<file path="config.mk">
export PLATFORM = sky130hd
export DESIGN_NAME = hdc_job_arbiter
export DESIGN_NICKNAME = d
export VERILOG_FILES = /design/src/rtl/hdc_job_arbiter.sv
export SDC_FILE = /design/constraint.sdc
export NUM_CORES = 1
export LEC_CHECK = 0
export CORE_UTILIZATION = 44
export DETAILED_ROUTE_END_ITERATION = 7
export GPL_TIMING_DRIVEN = 0
export PLACE_DENSITY_LB_ADDON = 0.05
export SLEW_MARGIN = 25
export SYNTH_ARGS = -nofsm -noshare
export SYNTH_HDL_FRONTEND = slang
export SYNTH_SLANG_ARGS = --single-unit
</file>
<file path="constraint.sdc">
create_clock -name clk -period 5.6 [get_ports clk]
set_input_delay 0.84 -clock clk [delete_from_list [all_inputs] [get_ports clk]]
set_output_delay 0.84 -clock clk [all_outputs]
set_load 0.03 [all_outputs]
</file>
<file path="src/rtl/hdc_job_arbiter.sv">
// Round-robin arbiter/sequencer sharing one horizontal-distance core among N requesters.
// One job in flight; accept -> start -> wait (watchdog) -> respond; min accept-to-response 3 cycles.
module hdc_job_arbiter #(
  parameter int N       = 4,
  parameter int TIMEOUT = 64
) (
  input  logic            clk,
  input  logic            reset,
  input  logic [N-1:0]    req_valid_i,
  input  logic [16*N-1:0] req_v_i,
  input  logic [16*N-1:0] req_x_i,
  output logic [N-1:0]    req_ready_o,
  output logic            resp_valid_o,
  output logic [2:0]      resp_id_o,
  output logic [15:0]     resp_result_o,
  output logic            resp_err_o,
  output logic            busy_o,
  output logic [15:0]     job_count_o,
  output logic [15:0]     core_v_o,
  output logic [15:0]     core_x_o,
  output logic            core_start_o,
  output logic            core_reset_o,
  input  logic            core_done_i,
  input  logic [15:0]     core_result_i
);

  localparam int            CW        = $clog2(TIMEOUT);
  localparam logic [CW-1:0] WAIT_LAST = CW'(TIMEOUT - 1);
  localparam logic [2:0]    LAST_RST  = 3'(N - 1);

  typedef enum logic [2:0] {
    S_IDLE,
    S_START,
    S_WAIT,
    S_ABORT,
    S_RESP
  } state_t;

  state_t        state_q, state_d;
  logic [2:0]    last_grant_q, id_q, resp_id_q;
  logic [15:0]   op_v_q, op_x_q, res_q, job_cnt_q;
  logic          err_q, done_q;
  logic [CW-1:0] wait_cnt_q;

  logic [N-1:0]  grant_oh;
  logic [2:0]    win_idx;
  logic          win_found;
  logic [3:0]    cand;
  logic [15:0]   sel_v, sel_x;
  logic          complete;

  // Rotating priority: candidates visited in order last_grant+1, +2, ... (mod N).
  always_comb begin
    grant_oh  = '0;
    win_idx   = last_grant_q;
    win_found = 1'b0;
    cand      = '0;
    for (int k = 0; k < N; k++) begin
      cand = {1'b0, last_grant_q} + 4'(k + 1);
      if (cand >= 4'(N)) cand = cand - 4'(N);
      for (int i = 0; i < N; i++) begin
        if (!win_found && req_valid_i[i] && cand == 4'(i)) begin
          win_found   = 1'b1;
          win_idx     = 3'(i);
          grant_oh[i] = 1'b1;
        end
      end
    end
  end

  always_comb begin
    sel_v = '0;
    sel_x = '0;
    for (int i = 0; i < N; i++) begin
      if (grant_oh[i]) begin
        sel_v = req_v_i[16*i +: 16];
        sel_x = req_x_i[16*i +: 16];
      end
    end
  end

  // Edge detect so a done level left over from the previous job never completes this one.
  assign complete = core_done_i & ~done_q;

  always_comb begin
    state_d      = state_q;
    req_ready_o  = '0;
    core_start_o = 1'b0;
    resp_valid_o = 1'b0;
    busy_o       = 1'b0;
    core_reset_o = reset;
    case (state_q)
      S_IDLE: begin
        if (win_found) state_d = S_START;
        if (!reset) req_ready_o = grant_oh;
      end
      S_START: begin
        state_d      = S_WAIT;
        core_start_o = !reset;
        busy_o       = !reset;
      end
      S_WAIT: begin
        busy_o = !reset;
        if (complete) state_d = S_RESP;
        else if (wait_cnt_q == WAIT_LAST) state_d = S_ABORT;
      end
      S_ABORT: begin
        state_d      = S_RESP;
        core_reset_o = 1'b1;
        busy_o       = !reset;
      end
      S_RESP: begin
        state_d      = S_IDLE;
        resp_valid_o = !reset;
        busy_o       = !reset;
      end
      default: state_d = S_IDLE;
    endcase
  end

  always_ff @(posedge clk) begin
    if (reset) begin
      state_q      <= S_IDLE;
      last_grant_q <= LAST_RST;
      op_v_q       <= '0;
      op_x_q       <= '0;
      id_q         <= '0;
      resp_id_q    <= '0;
      res_q        <= '0;
      err_q        <= 1'b0;
      done_q       <= 1'b0;
      wait_cnt_q   <= '0;
      job_cnt_q    <= '0;
    end else begin
      state_q <= state_d;
      done_q  <= core_done_i;
      case (state_q)
        S_IDLE: begin
          if (win_found) begin
            op_v_q       <= sel_v;
            op_x_q       <= sel_x;
            id_q         <= win_idx;
            last_grant_q <= win_idx;
          end
        end
        S_START: wait_cnt_q <= '0;
        S_WAIT: begin
          if (complete) begin
            res_q     <= core_result_i;
            err_q     <= 1'b0;
            resp_id_q <= id_q;
          end else if (wait_cnt_q != WAIT_LAST) begin
            wait_cnt_q <= wait_cnt_q + CW'(1);
          end
        end
        S_ABORT: begin
          res_q     <= '0;
          err_q     <= 1'b1;
          resp_id_q <= id_q;
        end
        S_RESP: begin
          if (!err_q) job_cnt_q <= job_cnt_q + 16'd1;
        end
        default: ;
      endcase
    end
  end

  // Response fields are only reloaded on the way into RESP, so they hold between responses.
  assign resp_id_o     = resp_id_q;
  assign resp_result_o = res_q;
  assign resp_err_o    = err_q;
  assign job_count_o   = job_cnt_q;
  assign core_v_o      = op_v_q;
  assign core_x_o      = op_x_q;

endmodule
</file>
### Word level (Yosys, flattened, before mapping)

Cells that the tools add are included.

* add/sub/neg operators: 10
* order comparisons: 4
* equality and inequality tests: 23
* muxes and demuxes: 78
* bitwise operators: 3
* reduce and logical (&&, ||, !) cells: 60

Operators with widths (count)
* 2-to-1 mux 16 bit: 9
* 2-to-1 mux 3 bit: 20
* 2-to-1 mux 1 bit: 36
* equality test 4 x 2 -> 1 bit (second input constant): 8
* one-hot mux 16 bit (2 select lines): 1
* logical AND 1 bit: 31
* 2-to-1 mux 4 bit: 6
* adder 16 x 1 -> 16 bit (second input constant): 1
* equality test 4 x 1 -> 1 bit (second input constant): 4
* greater-or-equal comparator 4 x 3 -> 1 bit (second input constant): 4
* zero test 1 bit: 16
* zero test 4 bit: 4
* subtractor 4 x 3 -> 4 bit (second input constant): 4
* 2-to-1 mux 6 bit: 2
* one-hot mux 3 bit (4 select lines): 1
* one-hot mux 6 bit (2 select lines): 1
* adder 3 x 2 -> 4 bit (second input constant): 2
* inequality test 2 bit (second input constant): 4
* AND reduction 2 bit: 4
* adder 6 x 1 -> 6 bit (second input constant): 1
* equality test 3 x 2 -> 1 bit (second input constant): 2
* equality test 6 bit (second input constant): 1
* inequality test 6 bit (second input constant): 1
* one-hot mux 3 bit (2 select lines): 1
* 12 further kinds: 14

* register bits: 84

### Logic depth before layout (Yosys ltp)

* depth after elaboration: 68
* gate-level depth with buffers: 12
* mapped depth without buffers: 9

### Worst setup path before layout

Ideal clock, no wire load.

* kind: in2out
* start point: input port req_valid_i[2]
* end point: output port req_ready_o[2]
* arrival time: 2630 ps
* path slack: 2130 ps
* stages on the path: 8
* cells stage by stage: buf_4 and2_1 o211ai_1 nand3_1 o211ai_2 buf_6 clkbuf_1 nor2b_1

* word-level cells in the longest chain between the ends: 53
* elaborated cells between the ends (all ways): 56
* classes of those cells: mux (18); reduce/logical (38)

RTL lines
* start, declared: RTL line 9 `input logic [N-1:0] req_valid_i,`
* logical AND 1 bit (2 in a row): RTL line 62 `if (!win_found && req_valid_i[i] && cand == 4'(i)) begin`
* 2-to-1 mux 1 bit: RTL line 62
* zero test 1 bit: RTL line 62
* logical AND 1 bit (2 in a row): RTL line 62
* 2-to-1 mux 1 bit: RTL line 62
* zero test 1 bit: RTL line 62
* logical AND 1 bit (2 in a row): RTL line 62
* 2-to-1 mux 1 bit: RTL line 62
* [32 not listed]
* zero test 1 bit: RTL line 62
* logical AND 1 bit (2 in a row): RTL line 62
* 2-to-1 mux 1 bit: RTL line 62
* zero test 1 bit: RTL line 62
* logical AND 1 bit (2 in a row): RTL line 62
* 2-to-1 mux 1 bit (*): RTL line 62
* 2-to-1 mux 4 bit (*): RTL line 95 `if (!reset) req_ready_o = grant_oh;`
* 2-to-1 mux 4 bit (*): RTL line 92 `case (state_q)`
* end, declared: RTL line 12 `output logic [N-1:0] req_ready_o,`

Every way passes the cells marked *; elsewhere a longest branch is shown, timed or not.

### Final worst setup path

* start point: input port req_valid_i[0]
* end point: output port req_ready_o[3]

* word-level cells in the longest chain between the ends: 64
* elaborated cells between the ends (all ways): 67
* classes of those cells: mux (21); reduce/logical (46)

RTL lines (RTL line)
* logical AND 1 bit: 62
* 2-to-1 mux 1 bit: 62
* zero test 1 bit: 62
* logical AND 1 bit (2 in a row): 62
* 2-to-1 mux 1 bit: 62
* zero test 1 bit: 62
* logical AND 1 bit (2 in a row): 62
* 2-to-1 mux 1 bit: 62
* [44 not listed]
* zero test 1 bit: 62
* logical AND 1 bit (2 in a row): 62
* 2-to-1 mux 1 bit: 62
* zero test 1 bit: 62
* logical AND 1 bit (2 in a row): 62
* 2-to-1 mux 1 bit (*): 62
* 2-to-1 mux 4 bit (*): 95
* 2-to-1 mux 4 bit (*): 92

Marks and branches as above.

==> flow_metrics.env <==
export IMPL_cp_common_cell="clkdlybuf4s50_1"
export IMPL_setup_viol=0
export IMPL_power_mw=3.024
export IMPL_ctsLongestPathBuffers=2
export IMPL_ys_flop_type="dfxtp_1"
export IMPL_cp_top_family="buffers and inverters"
export IMPL_critPathCaptureType="output port"
export IMPL_layout_setup_ws_ns=1.073
export IMPL_via_count=4895
export IMPL_yosys_warnings=0
export IMPL_path_class="input port to output port"
export IMPL_seqCellArea_um2=1622
export IMPL_path_clk_slew_ns=0.08
export IMPL_synth_edf_count=0
export IMPL_power_leakage_nw=2.760
export IMPL_multi_input_area_um2=2485
export IMPL_power_frac_comb_pct=58.9
export IMPL_wl_um=14920
export IMPL_fp_dieArea_um2=10570
export IMPL_track_usage_pct=27.63
export IMPL_tritoncts="built"
export IMPL_avgRoutedWirePerCell_um=16.43
export IMPL_setup_tns_ns=0
export IMPL_ir_worst_vdd_uv=246.3
export IMPL_io_pin_count=227
export IMPL_vias_per_cell=5.391
export IMPL_synth_async_reset_ratio_pct=0
export IMPL_hold_path_class="register to register"
export IMPL_ant_nets=0
export IMPL_synthTopCellsByCount="dfxtp_1 (81), a221o_1 (64), nand2_1 (56)"
export IMPL_cts_root_buf="clkbuf_8"
export IMPL_crit_arrival_ns=3.69
export IMPL_seq_power_share_pct=24.5
export IMPL_synth_cell_type_count=49
export IMPL_syn_inst=534
export IMPL_min_delay_start="resp_result_o[4]$_SDFFE_PP0P_"
export IMPL_drive_gt1_share_pct=5.419
export IMPL_core_area_um2=9819
export IMPL_die_y_um=102.8
export IMPL_netlist_area_um2=4473
export IMPL_worstSetupStartpointType="input port"
export IMPL_htree_num_levels=3
export IMPL_hold_viol=0
export IMPL_antenna_found_initial=0
export IMPL_first_global_vias=4779
export IMPL_crit_chain="clkdlybuf4s50_1 > and2_1 > a32oi_1 > nand4_4 > a211oi_2 > clkbuf_1 > clkdlybuf4s50_1"
export IMPL_rsz0062_at_grt="no"
export IMPL_holdBufCountCts=0
export IMPL_drc=0
export IMPL_hpwl_um=11790
export IMPL_final_area_um2=7106
export IMPL_dr_pass1_iters=5
export IMPL_placed_cell_area_um2=6873
export IMPL_status="completed"
export IMPL_ys_ff_latch=81
export IMPL_crit_path_top_delay_cell="clkdlybuf4s50_1"
export IMPL_required_ns=4.76
export IMPL_seq_area_frac_synth_pct=36.25
export IMPL_first_iter_violations=171
export IMPL_dpl_worst_slack_ns=1.100
export IMPL_crit_buf_inv=3
export IMPL_holdPathStages=2
export IMPL_worstReg2RegEnd="core_v_o[12]$_SDFFE_PP0P_"
export IMPL_r2r_slack_ns=2.64
export IMPL_crit_fanout=10
export IMPL_io_buffers=222
export IMPL_cp_slowest_stage_delay_ns=0.75
export IMPL_p_int_mw=1.722
export IMPL_yosys_area_top_type="dfxtp_1"
export IMPL_synth_area_leaders="dfxtp_1 (36%), a221o_1 (14%), a211oi_1 (5.5%), and2_1 (5.0%), nand2_1 (4.7%)"
export IMPL_gp_congestion=0.9560
export IMPL_p_sw_share_pct=43.05
export IMPL_grt_overflow=0
export IMPL_syn2layout_area_growth_pct=58.85
export IMPL_slew_headroom_pct=61.45
export IMPL_die_w_um=102.8
export IMPL_powerDensity_nw_per_um2=425.6
export IMPL_report_final_slew_viol_count=0
export IMPL_cts_resized=0
export IMPL_nNetsFinal=927
export IMPL_max_slew_worst_pin_slew_ns=0.5761
export IMPL_postCtsSetupBuffers=0
export IMPL_cts_sinks=81
export IMPL_final_setup_skew_ns=0.01234
export IMPL_avgSynthCellArea_um2=8.376
export IMPL_reg2reg_from="last_grant_q[1]$_SDFFE_PP1P_"
export IMPL_cts_buffers=9
export IMPL_fin_crit_sh_pct=80.84
export IMPL_cap_violations=0
export IMPL_pwr_share_clk_pct=16.6
export IMPL_synthDominantCellAreaShare_pct=36.25
export IMPL_grt_pass1_wl_um=22450
export IMPL_grt_max_degree=17
export IMPL_clock_fmax_mhz=220.9
export IMPL_rows=36
export IMPL_switching_power_mw=1.302
export IMPL_antenna_cells=0
export IMPL_r2r_cells=11
export IMPL_clock_latency_ns=0.36
export IMPL_min_to="resp_result_o[4]$_SDFFE_PP0P_"
export IMPL_synth_most_common_cell="dfxtp_1"
export IMPL_nFillCells=768
export IMPL_layout_min_cycle_time_ns=4.527
export IMPL_start_util_pct=45.55
cell usage in the layout, fill, tap and decap left out, types with 5 or more instances in the layout:
cell type	count
dfxtp_1	81
a221o_1	64
and2_1	36
nand2_1	56
buf_2	5
clkbuf_1	30
inv_1	39
ha_1	6
nand2b_1	7
o21ai_0	5
nand4_1	9
a21oi_1	30
nor2b_1	5
xor2_1	16
buf_6	5
nand3_1	10
clkdlybuf4s50_1	222
clkbuf_8	9
nor2_1	45
conb_1	5
a211oi_1	33
per-layer routing:
layer  vias up  track usage [%]  routed length [µm]
met1      2280            29.84                5794
met4         0            13.98                 654
li1       2387                -                   -
met2       184            49.90                7629
met5         -                0                   0
met3        44            7.051                 837
metrics by stage:
step           utilization (%)  cells  hold WS [ns]
6_report                 72.36    908        0.4586
5_1_grt                  72.36    908        0.4741
4_1_cts                  72.36    908        0.4613
3_5_place_dp             69.99    892        0.4493
3_3_place_gp             69.99    892        0.4409
2_1_floorplan                -    537        0.4367
cell families (layout without fill, tap and decap cells):
family          after synthesis  after routing  share of synthesized area [%]
compound gates              151            151                          27.61
xor+xnor                     19             19                          3.720
fa+ha+maj                     6              6                          1.678
buf+inv                      85            323                          8.447
flops                        81             81                          36.25
mux                           3              3                         0.9510
other cells                   2              5                         0.1679
simple gates                187            187                          21.18
power groups by stage:
stage	clock [mW]	combinational [mW]	sequential, mW
2_1_floorplan	0	1.09	0.876
3_3_place_gp	0	1.74	0.748
3_5_place_dp	0	1.78	0.749
4_1_cts	0.506	1.78	0.739
5_1_grt	0.528	1.93	0.751
6_report	0.503	1.78	0.740
worst min-delay path, stage by stage (launching register included):
cell     delay [ns]
dfxtp_1        0.31
nand2_1        0.05
a21oi_1        0.05
flip-flops by register name, summed over array words and instances (netlist names), 2 cells and up:
signal         count
core_v_o          16
core_x_o          16
id_q               2
job_count_o       16
last_grant_q       2
resp_id_o          2
resp_result_o     16
state_q            3
wait_cnt_q         6
how the worst max path moves through the flow:
stage	end	depth (start not counted)	startpoint
floorplan	req_ready_o[2]	8	req_valid_i[2]
global placement	req_ready_o[3]	7	req_valid_i[0]
detailed placement	req_ready_o[3]	7	req_valid_i[0]
CTS	req_ready_o[3]	7	req_valid_i[0]
global route	req_ready_o[3]	7	req_valid_i[0]
finish	req_ready_o[3]	7	req_valid_i[0]
final cells by class:
class,count,share of cell area [%]
multi-input cells,371,34.97
flip-flops and latches,81,22.82
plain buffers,44,3.152
repair buffers,222,31.27
inverters,41,2.166
well taps,133,2.342
clock inverters,7,1.532
clock buffers,9,1.743
No activity file was read; power rests on OpenSTA's default activity.
